File: src/rtl/pwm_timebase.sv
// Prescaled PWM timebase with up, down, centre-aligned and one-shot counting.
// Period and prescale are shadowed and only take effect at cycle boundaries.
module pwm_timebase #(
  parameter int WIDTH = 16,
  parameter int PSC_W = 8
) (
  input  logic             clk,
  input  logic             rst_n,
  input  logic             en,
  input  logic             cnt_reset,
  input  logic [1:0]       mode,
  input  logic             start,
  input  logic [WIDTH-1:0] period,
  input  logic [PSC_W-1:0] prescale,
  output logic [WIDTH-1:0] count_val,
  output logic             dir,
  output logic             ovf_pulse,
  output logic             unf_pulse,
  output logic             busy
);

  typedef enum logic [1:0] {
    M_UP   = 2'b00,
    M_DOWN = 2'b01,
    M_UPDN = 2'b10,
    M_ONE  = 2'b11
  } mode_e;

  mode_e            mode_q, mode_d;
  logic [WIDTH-1:0] cnt_q, cnt_d;
  logic [WIDTH-1:0] per_q, per_d;
  logic [PSC_W-1:0] psc_q, psc_d;
  logic [PSC_W-1:0] pact_q, pact_d;
  logic             dir_q, dir_d;
  logic             busy_q, busy_d;
  logic             ovf_q, ovf_d;
  logic             unf_q, unf_d;
  logic             tick;
  logic             bnd;

  assign tick = en && (psc_q == pact_q);

  always_comb begin
    mode_d = mode_q;
    cnt_d  = cnt_q;
    per_d  = per_q;
    psc_d  = psc_q;
    pact_d = pact_q;
    dir_d  = dir_q;
    busy_d = busy_q;
    ovf_d  = 1'b0;
    unf_d  = 1'b0;
    bnd    = 1'b0;
    if (cnt_reset) begin
      mode_d = mode_e'(mode);
      per_d  = period;
      pact_d = prescale;
      psc_d  = '0;
      cnt_d  = (mode_e'(mode) == M_DOWN) ? period : '0;
      dir_d  = (mode_e'(mode) != M_DOWN);
      busy_d = 1'b0;
    end else if (en) begin
      psc_d = tick ? '0 : psc_q + 1'b1;
      case (mode_q)
        M_UP: begin
          if (tick) begin
            if (cnt_q == per_q) begin
              cnt_d = '0;
              ovf_d = 1'b1;
              bnd   = 1'b1;
            end else begin
              cnt_d = cnt_q + 1'b1;
            end
          end
        end
        M_DOWN: begin
          if (tick) begin
            if (cnt_q == '0) begin
              // reload uses the freshly shadowed period
              cnt_d = period;
              unf_d = 1'b1;
              bnd   = 1'b1;
            end else begin
              cnt_d = cnt_q - 1'b1;
            end
          end
        end
        M_UPDN: begin
          if (tick) begin
            if (dir_q) begin
              if (cnt_q == per_q) begin
                ovf_d = 1'b1;
                if (per_q == '0) begin
                  cnt_d = '0;
                  bnd   = 1'b1;
                end else begin
                  cnt_d = per_q - 1'b1;
                  dir_d = 1'b0;
                end
              end else begin
                cnt_d = cnt_q + 1'b1;
              end
            end else begin
              if (cnt_q == '0) begin
                // a zero period reloaded here must not leave count above it
                cnt_d = (period == '0) ? '0 : {{(WIDTH-1){1'b0}}, 1'b1};
                dir_d = 1'b1;
                unf_d = 1'b1;
                bnd   = 1'b1;
              end else begin
                cnt_d = cnt_q - 1'b1;
              end
            end
          end
        end
        default: begin
          if (start && !busy_q) begin
            busy_d = 1'b1;
            psc_d  = '0;
            cnt_d  = '0;
          end else if (busy_q && tick) begin
            if (cnt_q == per_q) begin
              cnt_d  = '0;
              busy_d = 1'b0;
              ovf_d  = 1'b1;
              bnd    = 1'b1;
            end else begin
              cnt_d = cnt_q + 1'b1;
            end
          end
        end
      endcase
      if (bnd) begin
        per_d  = period;
        pact_d = prescale;
      end
    end
  end

  always_ff @(posedge clk or negedge rst_n) begin
    if (!rst_n) begin
      mode_q <= M_UP;
      cnt_q  <= '0;
      per_q  <= '0;
      psc_q  <= '0;
      pact_q <= '0;
      dir_q  <= 1'b1;
      busy_q <= 1'b0;
      ovf_q  <= 1'b0;
      unf_q  <= 1'b0;
    end else begin
      mode_q <= mode_d;
      cnt_q  <= cnt_d;
      per_q  <= per_d;
      psc_q  <= psc_d;
      pact_q <= pact_d;
      dir_q  <= dir_d;
      busy_q <= busy_d;
      ovf_q  <= ovf_d;
      unf_q  <= unf_d;
    end
  end

  assign count_val = cnt_q;
  assign dir       = dir_q;
  assign ovf_pulse = ovf_q;
  assign unf_pulse = unf_q;
  assign busy      = busy_q;

endmodule
File: config.mk
export PLATFORM = sky130hd
export DESIGN_NAME = pwm_timebase
export DESIGN_NICKNAME = d
export VERILOG_FILES = /design/src/rtl/pwm_timebase.sv
export SDC_FILE = /design/constraint.sdc
export NUM_CORES = 1
export LEC_CHECK = 0
export CAP_MARGIN = 20
export CORE_ASPECT_RATIO = 0.6
export CORE_UTILIZATION = 25
export CTS_CLUSTER_SIZE = 20
export DETAILED_ROUTE_END_ITERATION = 7
export GPL_TIMING_DRIVEN = 0
export PLACE_DENSITY = 0.42
export SYNTH_ARGS = -nofsm -noshare
export SYNTH_HDL_FRONTEND = slang
export SYNTH_SLANG_ARGS = --single-unit
File: constraint.sdc
create_clock -name clk -period 2.79 [get_ports clk]
set_input_delay 0.558 -clock clk [delete_from_list [all_inputs] [get_ports clk]]
set_output_delay 0.558 -clock clk [all_outputs]
set_load 0.03 [all_outputs]
==> impl_metrics.toml, run 1 <==
[routing]
vias = 4949
drt_iter0_drc = 475
drc_errors = 0
drtAntennaViolNets = 0
wirelength_um = 21610
first_pass_iters = 5
routed_via_density = 5.682
drt-wirelength-per-cell_um = 24.81

[logic_synthesis]
synth_top_area_cell = "dfrtp_1"
synthSimpleGateAreaFrac_pct = 23.35
synth-seq-cells = 54
synth_nets = 581
yosysTopAreaCellShare_pct = 28.75
synth_seq_area_share_pct = 29.32
ys_types = 71
ys_warn_count = 0
ys.flop_type = "dfrtp_1"
synthCells = 541
synth_top_family_by_area = "simple AND/OR/NAND/NOR gates"
async_flop_share_pct = 100.0
synth_compound_area_share_pct = 19.80
synthXorXnorAreaFrac_pct = 12.15
syn_avg_cell_area_um2 = 8.527
synthTopCellsByArea = "dfrtp_1 29%, xnor2_1 7.2%, mux2_4 6.5%"
synth_fa_ha_area_share_pct = 2.441
synth_area_um2 = 4613
synth_edf_count = 0
muxShareOfSynthArea_pct = 8.191

[sta]
max_freq_ghz = 0.3493
fin_crit_sh_pct = 102.6
tightestPinTransition_ps = 1088
rsz0062_at_grt = "yes"
clock_skew_ps = 20.36
setup_viol = 27
hold_slack_ps = 190.2
finalHoldViolCount = 0
finalMaxSlewViolations = 0
period_needed_ps = 2863
tns_ps = -1484
setup_slack_ps = -73.24
worst_slew_margin_rel_pct = 26.92

[flow_run]
drv_cap = 0

[die]
start_util_pct = 25.53
pin_count = 51
die_h_um = 107.2
core-area_um2 = 18070
die_w_um = 177.4
rows = 38
dieArea_um2 = 19020

[global_route]
grt_first_pass_wirelength_um = 31290
grt_max_degree = 38
grtUsageMet2_pct = 29.88
overflow = 0
track_usage_pct = 23.03
use_met3_pct = 5.390
antenna_found_initial = 0
grt_use_met1_pct = 37.00
top_usage_layer = "met1"
grt_pass1_vias = 4640

[power]
vdd_drop_max_uv = 275.0
power_leakage_nw = 2.479
p_per_area_nw_per_um2 = 496.4

[critical_path]
worstPathRequired_ps = 2980
rr_worst_depth = 10
r2r-end = "per_q[7]$_DFFE_PN0P_"
cp-end-kind = "flop"
r2r_start = "per_q[8]$_DFFE_PN0P_"
cpMostUsedCell = "or4_4"
ff2ff_setup_slack_ps = -70
worst_path_max_delay_cell = "or4_4"
max_stage_delay_ps = 540
startpoint_type = "flop"
path_class = "flop to flop"
crit_arrival_ps = 3060
critPathMaxFanout = 5
crit_chain = "or4_4, or4_4, nor4_4, buf_6, a21boi_4, o31ai_4, a21oi_4, buf_12, buf_16, mux2_4"

[placed_design]
gp_congestion = 0.8878
numPortBuffers = 49
dp_hpwl_um = 15560
pre_cts_slack_ps = -829.3

[finish]
final_layout_size_suffix_gt1_share_pct = 25.87
final_common_cell = "clkdlybuf4s50_1"
area_delta_synth_final_pct = 38.22
finalNetCount = 669
final_cell_mix = "48 x clkdlybuf4s50_1, 45 x nand2_1, 41 x nor2_1, 41 x dfrtp_1, 36 x xnor2_1"
fin_util_pct = 35.29

[cts]
clockBufferDepth = 2
cts_tree = "built"
htreeDepth = 2
clockRootBuffer = "clkbuf_16"
clock_sinks = 54
clkTransAtPathRegs_ps = 100
cts_made_buffers = 5
hold_buffers = 0
clock_latency_ps = 320

[run_status]
status = "finished, violations left"
violations = "setup timing"

[hold_path]
hp-class = "primary input to asynchronous set/reset pin"
final cells by class:
cell class                      instances  area, um^2
Fill cell                            1882       11690
Sequential cell                        54        1368
Clock inverter                          3       48.80
Timing Repair Buffer                   94       968.4
Buffer                                 30       236.5
Inverter                                9       37.54
Multi-Input combinational cell        435        3289
Tap cell                              240       300.3
Antenna cell                            1       2.502
Clock buffer                            5       125.1
logic make-up after synthesis:
logic type	after synthesis
muxes	27
xor gates and xnor gates	64
and+or+nand+nor	206
DFF	54
adders and majority gates	9
AOI/OAI and AO/OA	129
buffers and inverters	52
where the power goes:
group	total, mW	switching, mW	internal (mW)
clock	0.804	0.371	0.433
sequential	1.02	0.154	0.870
combinational	1.34	0.747	0.590
total	3.17	1.27	1.89
repair_timing:
action	CTS	global route
gates cloned	2	2
pin swaps	12	18
setup buffers	19	21
endpoints found under the setup margin	41	40
resized for setup	59	57
metal layers:
layer	up-vias	share of wire (%)	wire length, um
li1	2165	-	-
met1	2505	52	11260
met2	252	38	8146
met3	27	8.9	1926
met4	0	1.3	279
met5	-	0	0
how the worst max path moves through the flow:
stage	start	endpoint	slack (ps)	cells past startpoint
finish	per_q[8]$_DFFE_PN0P_	per_q[7]$_DFFE_PN0P_	-70	10
global route	per_q[8]$_DFFE_PN0P_	per_q[7]$_DFFE_PN0P_	-190	10
CTS	per_q[8]$_DFFE_PN0P_	per_q[14]$_DFFE_PN0P_	-250	10
detailed placement	count_val[0]$_DFFE_PN0P_	count_val[0]$_DFFE_PN0P_	-830	11
global placement	rst_n	count_val[9]$_DFFE_PN0P_	-1080	1
floorplan	count_val[4]$_DFFE_PN0P_	count_val[13]$_DFFE_PN0P_	-30	9
stage by stage:
stage               std cells  power (mW)  area [um^2]
CTS                       851       3.037         5984
global route              870       3.306         6374
floorplan                 541       1.714         4642
finish                    871       3.165         6376
detailed placement        832       2.157         5453
global placement          830       2.153         5433
critical path, delay by kind of cell (launching register included):
| kind | cells | cell delay (ps) |
|---|---|---|
| compound gates | 3 | 410 |
| buf+inv | 3 | 490 |
| flops | 1 | 420 |
| simple gates | 3 | 1150 |
| mux | 1 | 290 |
flip-flops by register name, indices dropped and copies added (netlist names):
| signal | flops |
|---|---|
| busy | 1 |
| mode_q | 2 |
| ovf_pulse | 1 |
| per_q | 16 |
| count_val | 16 |
| pact_q | 8 |
| dir | 1 |
| unf_pulse | 1 |
| psc_q | 8 |
cell usage after synthesis (all sizes together) (4+ instances only):
cell,count
nand3,16
nor2,44
o211a,4
o311ai,4
o22ai,4
nand2,50
buf,11
and3,9
or3,7
xnor2,38
a22oi,4
o21a,4
nand4,7
and2,6
ha,9
o21ai,34
dfrtp,53
xor2,26
nor3,16
nand2b,6
a31oi,8
a211oi,6
clkbuf,32
mux2,26
a32oi,6
nor2b,4
a21oi,10
a221oi,9
or4,11
inv,9
o211ai,4
nor4,16
o31ai,8
(Power assumes the default switching activity.)
==> inputs of run 2 (changes only) <==
Settings changed: ABC_CLOCK_PERIOD_IN_PS from default to 2790, CORE_UTILIZATION 25 to 52, PLACE_DENSITY 0.42 to 0.76.
==> impl_metrics.toml, run 2 (synthesis gave the netlist of run 1 again) <==
[run_status]
status = "finished, violations left"
violations = "DRC, setup timing"

[critical_path]
worstPathRequired_ps = 2990
ff2ff_setup_slack_ps = -130
critPathMaxFanout = 7
crit_chain = "or4_4, or4_4, nor4_4, buf_4, a21boi_4, o31ai_4, a21oi_4, clkbuf_16, mux2_4"
path_class = "flop to flop"
max_stage_delay_ps = 550
worst_path_max_delay_cell = "or4_4"
startpoint_type = "flop"
cp_top_family = "simple AND/OR/NAND/NOR gates"
rr_worst_depth = 9
cpMostUsedCell = "or4_4"
r2r-end = "per_q[13]$_DFFE_PN0P_"
crit_arrival_ps = 3120
r2r_start = "per_q[7]$_DFFE_PN0P_"
cp-end-kind = "flop"
worst-path-buf-inv = 2

[global_route]
track_usage_pct = 41.92
grt_max_degree = 29
grt_first_pass_wirelength_um = 27430
overflow = 0
grt_pass1_vias = 4578
antenna_found_initial = 2

[placed_design]
numPortBuffers = 49
post-place-cells = 703
gp_congestion = 1.044
dp_hpwl_um = 13510

[die]
die_w_um = 123.6
core-area_um2 = 8556
dieArea_um2 = 9265
pin_count = 51
start_util_pct = 53.92
die_h_um = 74.96
rows = 26

[sta]
worst_slew_margin_rel_pct = 38.87
setup_viol = 28
clock_skew_ps = 10.33
rsz0062_at_grt = "yes"
max_freq_ghz = 0.3425
fin_crit_sh_pct = 104.6
finalHoldViolCount = 0
tns_ps = -2798
finalMaxSlewViolations = 0
setup_slack_ps = -129.5
tightestPinTransition_ps = 910.0
period_needed_ps = 2919

[cts]
clock_latency_ps = 310
clkTransAtPathRegs_ps = 80
hold_buffers = 0
cts_made_buffers = 5
clock_sinks = 54
clockRootBuffer = "clkbuf_16"
htreeDepth = 2
cts_tree = "built"
clockBufferDepth = 2

[power]
switching_share_pct = 40.12
p_seq_share_pct = 33.2
p_int_mw = 1.868
p_sw_mw = 1.252
vdd_drop_max_uv = 281.3
clkPwrFrac_pct = 25.0
p_per_area_nw_per_um2 = 517.5
pwr-share-comb_pct = 41.8
power_leakage_nw = 2.406

[routing]
wirelength_um = 20050
drc_errors = 1
wl_met1_um = 8287
wl_met3_um = 3225
drt_iter0_drc = 807
first_pass_iters = 8
highest_layer = "met5"
drt-wirelength-per-cell_um = 27.21
drtAntennaViolNets = 0
vias = 5164
routed_via_density = 7.007
wl_met2_um = 7820

[finish]
area_delta_synth_final_pct = 30.68
fin_util_pct = 70.46
layoutNonFillerInstCount = 737
final_layout_size_suffix_gt1_share_pct = 23.20
fillers = 649
finalNetCount = 664
regArea_um2 = 1368
multi_input_area_um2 = 3249
final_cell_mix = "48 x nand2_1, 48 x clkdlybuf4s50_1, 42 x nor2_1"
antenna_cells = 0

[flow_run]
drv_cap = 0

[hold_path]
hp-class = "primary input to asynchronous set/reset pin"
[run 2: cell types whose count changed in the layout (fill, tap and decap cells not counted), sizes merged]
cell      previous run  this run
inv                  9        10
clkinvlp             2         1
buf                 55        50
diode                1         0
[run 2: metrics by stage]
stage	setup WS, ps	hold slack (ps)	power [mW]	cell area [um^2]
after detailed placement	-655.6	515.9	2.118	5288
after CTS	-162.1	296.5	2.950	5773
after global placement	-687.4	498.3	2.103	5273
after global routing	-157.3	331.4	3.202	6028
final	-129.5	283.7	3.120	6028
after floorplan	-31.73	262.4	1.714	4642
[run 2: layout make-up]
| type | count | share of cell area, % |
|---|---|---|
| buffer | 32 | 3.923 |
| clock buffer | 5 | 2.076 |
| tap | 112 | 2.325 |
| inverter | 9 | 0.5604 |
| multi-input combinational | 435 | 53.90 |
| clock inverter | 3 | 0.8095 |
| sequential | 54 | 22.69 |
| timing repair buffer | 87 | 13.72 |
[run 2: power by group through the flow]
stage	clock network [mW]	registers (mW)	logic, mW
after floorplan	0	1.04	0.676
after global placement	0	0.987	1.12
after detailed placement	0	0.991	1.13
after CTS	0.769	1.00	1.18
after global routing	0.800	1.04	1.36
final	0.779	1.04	1.30
[run 2: layer usage]
layer	track usage, %	up-vias
met3	18.64	88
met1	58.54	2441
met4	14.32	2
met2	56.54	469
met5	0	-
li1	-	2164
[run 2: how the worst max path moves through the flow]
stage	startpoint	endpoint	slack (ps)	depth (start not counted)
after floorplan	count_val[4]$_DFFE_PN0P_	count_val[13]$_DFFE_PN0P_	-30	9
after global placement	rst_n	count_val[4]$_DFFE_PN0P_	-690	1
after detailed placement	count_val[13]$_DFFE_PN0P_	count_val[10]$_DFFE_PN0P_	-660	10
after CTS	per_q[7]$_DFFE_PN0P_	per_q[8]$_DFFE_PN0P_	-160	9
after global routing	per_q[7]$_DFFE_PN0P_	per_q[13]$_DFFE_PN0P_	-160	9
final	per_q[7]$_DFFE_PN0P_	per_q[13]$_DFFE_PN0P_	-130	9
[run 2: timing repair]
action | in CTS | in global routing
hold endpoints to repair | 0 | 0
pin swaps | 17 | 15
gates resized for setup | 51 | 47
buffers inserted | 23 | 12
setup endpoints to repair | 42 | 40
gates cloned | 1 | 1
[run 2: worst register-to-register path, stage by stage, from the launching register on]
cell       delay [ps]
dfrtp_2           440
or4_4             550
or4_4             450
nor4_4            140
buf_4             200
a21boi_4           70
o31ai_4           240
a21oi_4           180
clkbuf_16         230
mux2_4            300
==> inputs of run 3 (changes only) <==
Settings changed: SLEW_MARGIN from default to 40.
==> impl_metrics.toml, run 3 (synthesis gave the netlist of run 1 again) <==
[finish]
area_delta_synth_final_pct = 32.57
final_common_cell = "clkdlybuf4s50_1"
layoutNonFillerInstCount = 736
antenna_cells = 0
fillers = 667
multi_input_area_um2 = 3317
final_layout_size_suffix_gt1_share_pct = 24.36
design_area_um2 = 6116
regArea_um2 = 1368
final_cell_mix = "48 x clkdlybuf4s50_1, 47 x nand2_1, 41 x nor2_1, 41 x dfrtp_1"
finalNetCount = 663

[sta]
rsz0062_at_grt = "yes"
tns_ps = -8781
hold_slack_ps = 168.0
clock_skew_ps = 11.00
tightestPinTransition_ps = 867.4
max_freq_ghz = 0.3209
setup_slack_ps = -326.4
finalMaxSlewViolations = 0
finalHoldViolCount = 0
worst_slew_margin_rel_pct = 42.17
setup_viol = 39
fin_crit_sh_pct = 111.7
period_needed_ps = 3116

[placed_design]
pre_cts_slack_ps = -692.8
gp_congestion = 1.044
place_area_um2 = 5296
post-place-cells = 703
dp_hpwl_um = 13660
numPortBuffers = 49

[run_status]
violations = "setup timing"
status = "finished, violations left"

[critical_path]
cp_top_family = "simple AND/OR/NAND/NOR gates"
max_stage_delay_ps = 540
worstPathRequired_ps = 2980
worst_path_max_delay_cell = "or4_4"
startpoint_type = "flop"
cpMostUsedCell = "or4_4"
crit_chain = "or4_4, or4_4, nor4_4, buf_4, a21boi_4, o31ai_4, a21oi_4, clkbuf_16, mux2_4"
crit_arrival_ps = 3300
critPathMaxFanout = 7
path_class = "flop to flop"
cp-end-kind = "flop"
worst-path-buf-inv = 2

[die]
rows = 26
start_util_pct = 53.92
pin_count = 51
dieArea_um2 = 9265
die_w_um = 123.6
core-area_um2 = 8556
die_h_um = 74.96

[routing]
first_pass_iters = 8
drt_iter0_drc = 935
drc_errors = 0
wirelength_um = 20330
drtAntennaViolNets = 0
drt-wirelength-per-cell_um = 27.62
vias = 5172
routed_via_density = 7.027

[cts]
clock_sinks = 54
hold_buffers = 0
clockRootBuffer = "clkbuf_16"
clkTransAtPathRegs_ps = 80
clockBufferDepth = 2
htreeDepth = 2
clock_latency_ps = 310
cts_tree = "built"
cts_made_buffers = 5

[power]
p_per_area_nw_per_um2 = 509.2
pwr-share-comb_pct = 42.2
switching_share_pct = 40.17
p_seq_share_pct = 33.2
p_sw_mw = 1.251
clkPwrFrac_pct = 24.7
p_int_mw = 1.863
vdd_drop_max_uv = 279.9
power_leakage_nw = 2.426

[hold_path]
hp-class = "primary input to asynchronous set/reset pin"

[global_route]
grt_first_pass_wirelength_um = 28400
overflow = 0
track_usage_pct = 43.15
grt_max_degree = 29
grt_pass1_vias = 4615
antenna_found_initial = 1

[flow_run]
drv_cap = 0
-- run 3: final cells by class --
| cell class | count | area share [%] |
|---|---|---|
| buffer | 31 | 3.867 |
| clock buffer | 5 | 2.046 |
| clock inverter | 3 | 0.7979 |
| inverter | 9 | 0.6137 |
| multi-input combinational | 435 | 54.23 |
| sequential | 54 | 22.36 |
| tap | 112 | 2.291 |
| timing repair buffer | 87 | 13.79 |
-- run 3: metal layers --
| metal | part of all wire, % | global-route usage, % | vias to the layer above | wire (um) |
|---|---|---|---|---|
| li1 | - | - | 2150 | - |
| met1 | 41 | 61.46 | 2489 | 8404 |
| met2 | 40 | 59.44 | 464 | 8117 |
| met3 | 16 | 17.12 | 67 | 3234 |
| met4 | 2.7 | 12.18 | 2 | 558 |
| met5 | 0.064 | 0 | - | 13 |
-- run 3: worst register-to-register path, stage by stage, from the launching register on --
cell	delay (ps)
dfrtp_2	430
or4_4	540
or4_4	470
nor4_4	290
buf_4	220
a21boi_4	70
o31ai_4	240
a21oi_4	180
clkbuf_16	230
mux2_4	330
-- run 3: timing repair --
action / 4_1_cts / 5_1_grt
buffers inserted: 16 / 18
gates cloned: 2 / 1
endpoints found under the setup margin: 41 / 40
gates resized for setup: 53 / 55
pin swaps: 15 / 31
-- run 3: final timing paths --
kind	start	to	slack, ps	cells past startpoint
worst max register to register	per_q[7]$_DFFE_PN0P_	per_q[12]$_DFFE_PN0P_	-330	9
worst min register to register	pact_q[1]$_DFFE_PN0P_	pact_q[1]$_DFFE_PN0P_	530	1
min in group clk	pact_q[1]$_DFFE_PN0P_	pact_q[1]$_DFFE_PN0P_	530	1
worst min-delay path	rst_n	per_q[5]$_DFFE_PN0P_	170	1
max in group asynchronous	rst_n	dir$_DFFE_PN1P_	2080	2
worst max-delay path	per_q[7]$_DFFE_PN0P_	per_q[12]$_DFFE_PN0P_	-330	9
-- run 3: power groups by stage --
stage | Clock (mW) | Combinational, mW | Sequential (mW)
final | 0.768 | 1.31 | 1.03
after global routing | 0.792 | 1.38 | 1.04
after CTS | 0.774 | 1.18 | 1.00
after detailed placement | 0 | 1.13 | 0.993
after global placement | 0 | 1.12 | 0.987
after floorplan | 0 | 0.676 | 1.04
-- run 3: stage by stage --
| stage | power, mW | util [%] |
|---|---|---|
| finish | 3.114 | 71.48 |
| global placement | 2.103 | 61.63 |
| detailed placement | 2.124 | 61.90 |
| CTS | 2.953 | 67.52 |
| floorplan | 1.714 | - |
| global route | 3.206 | 71.48 |
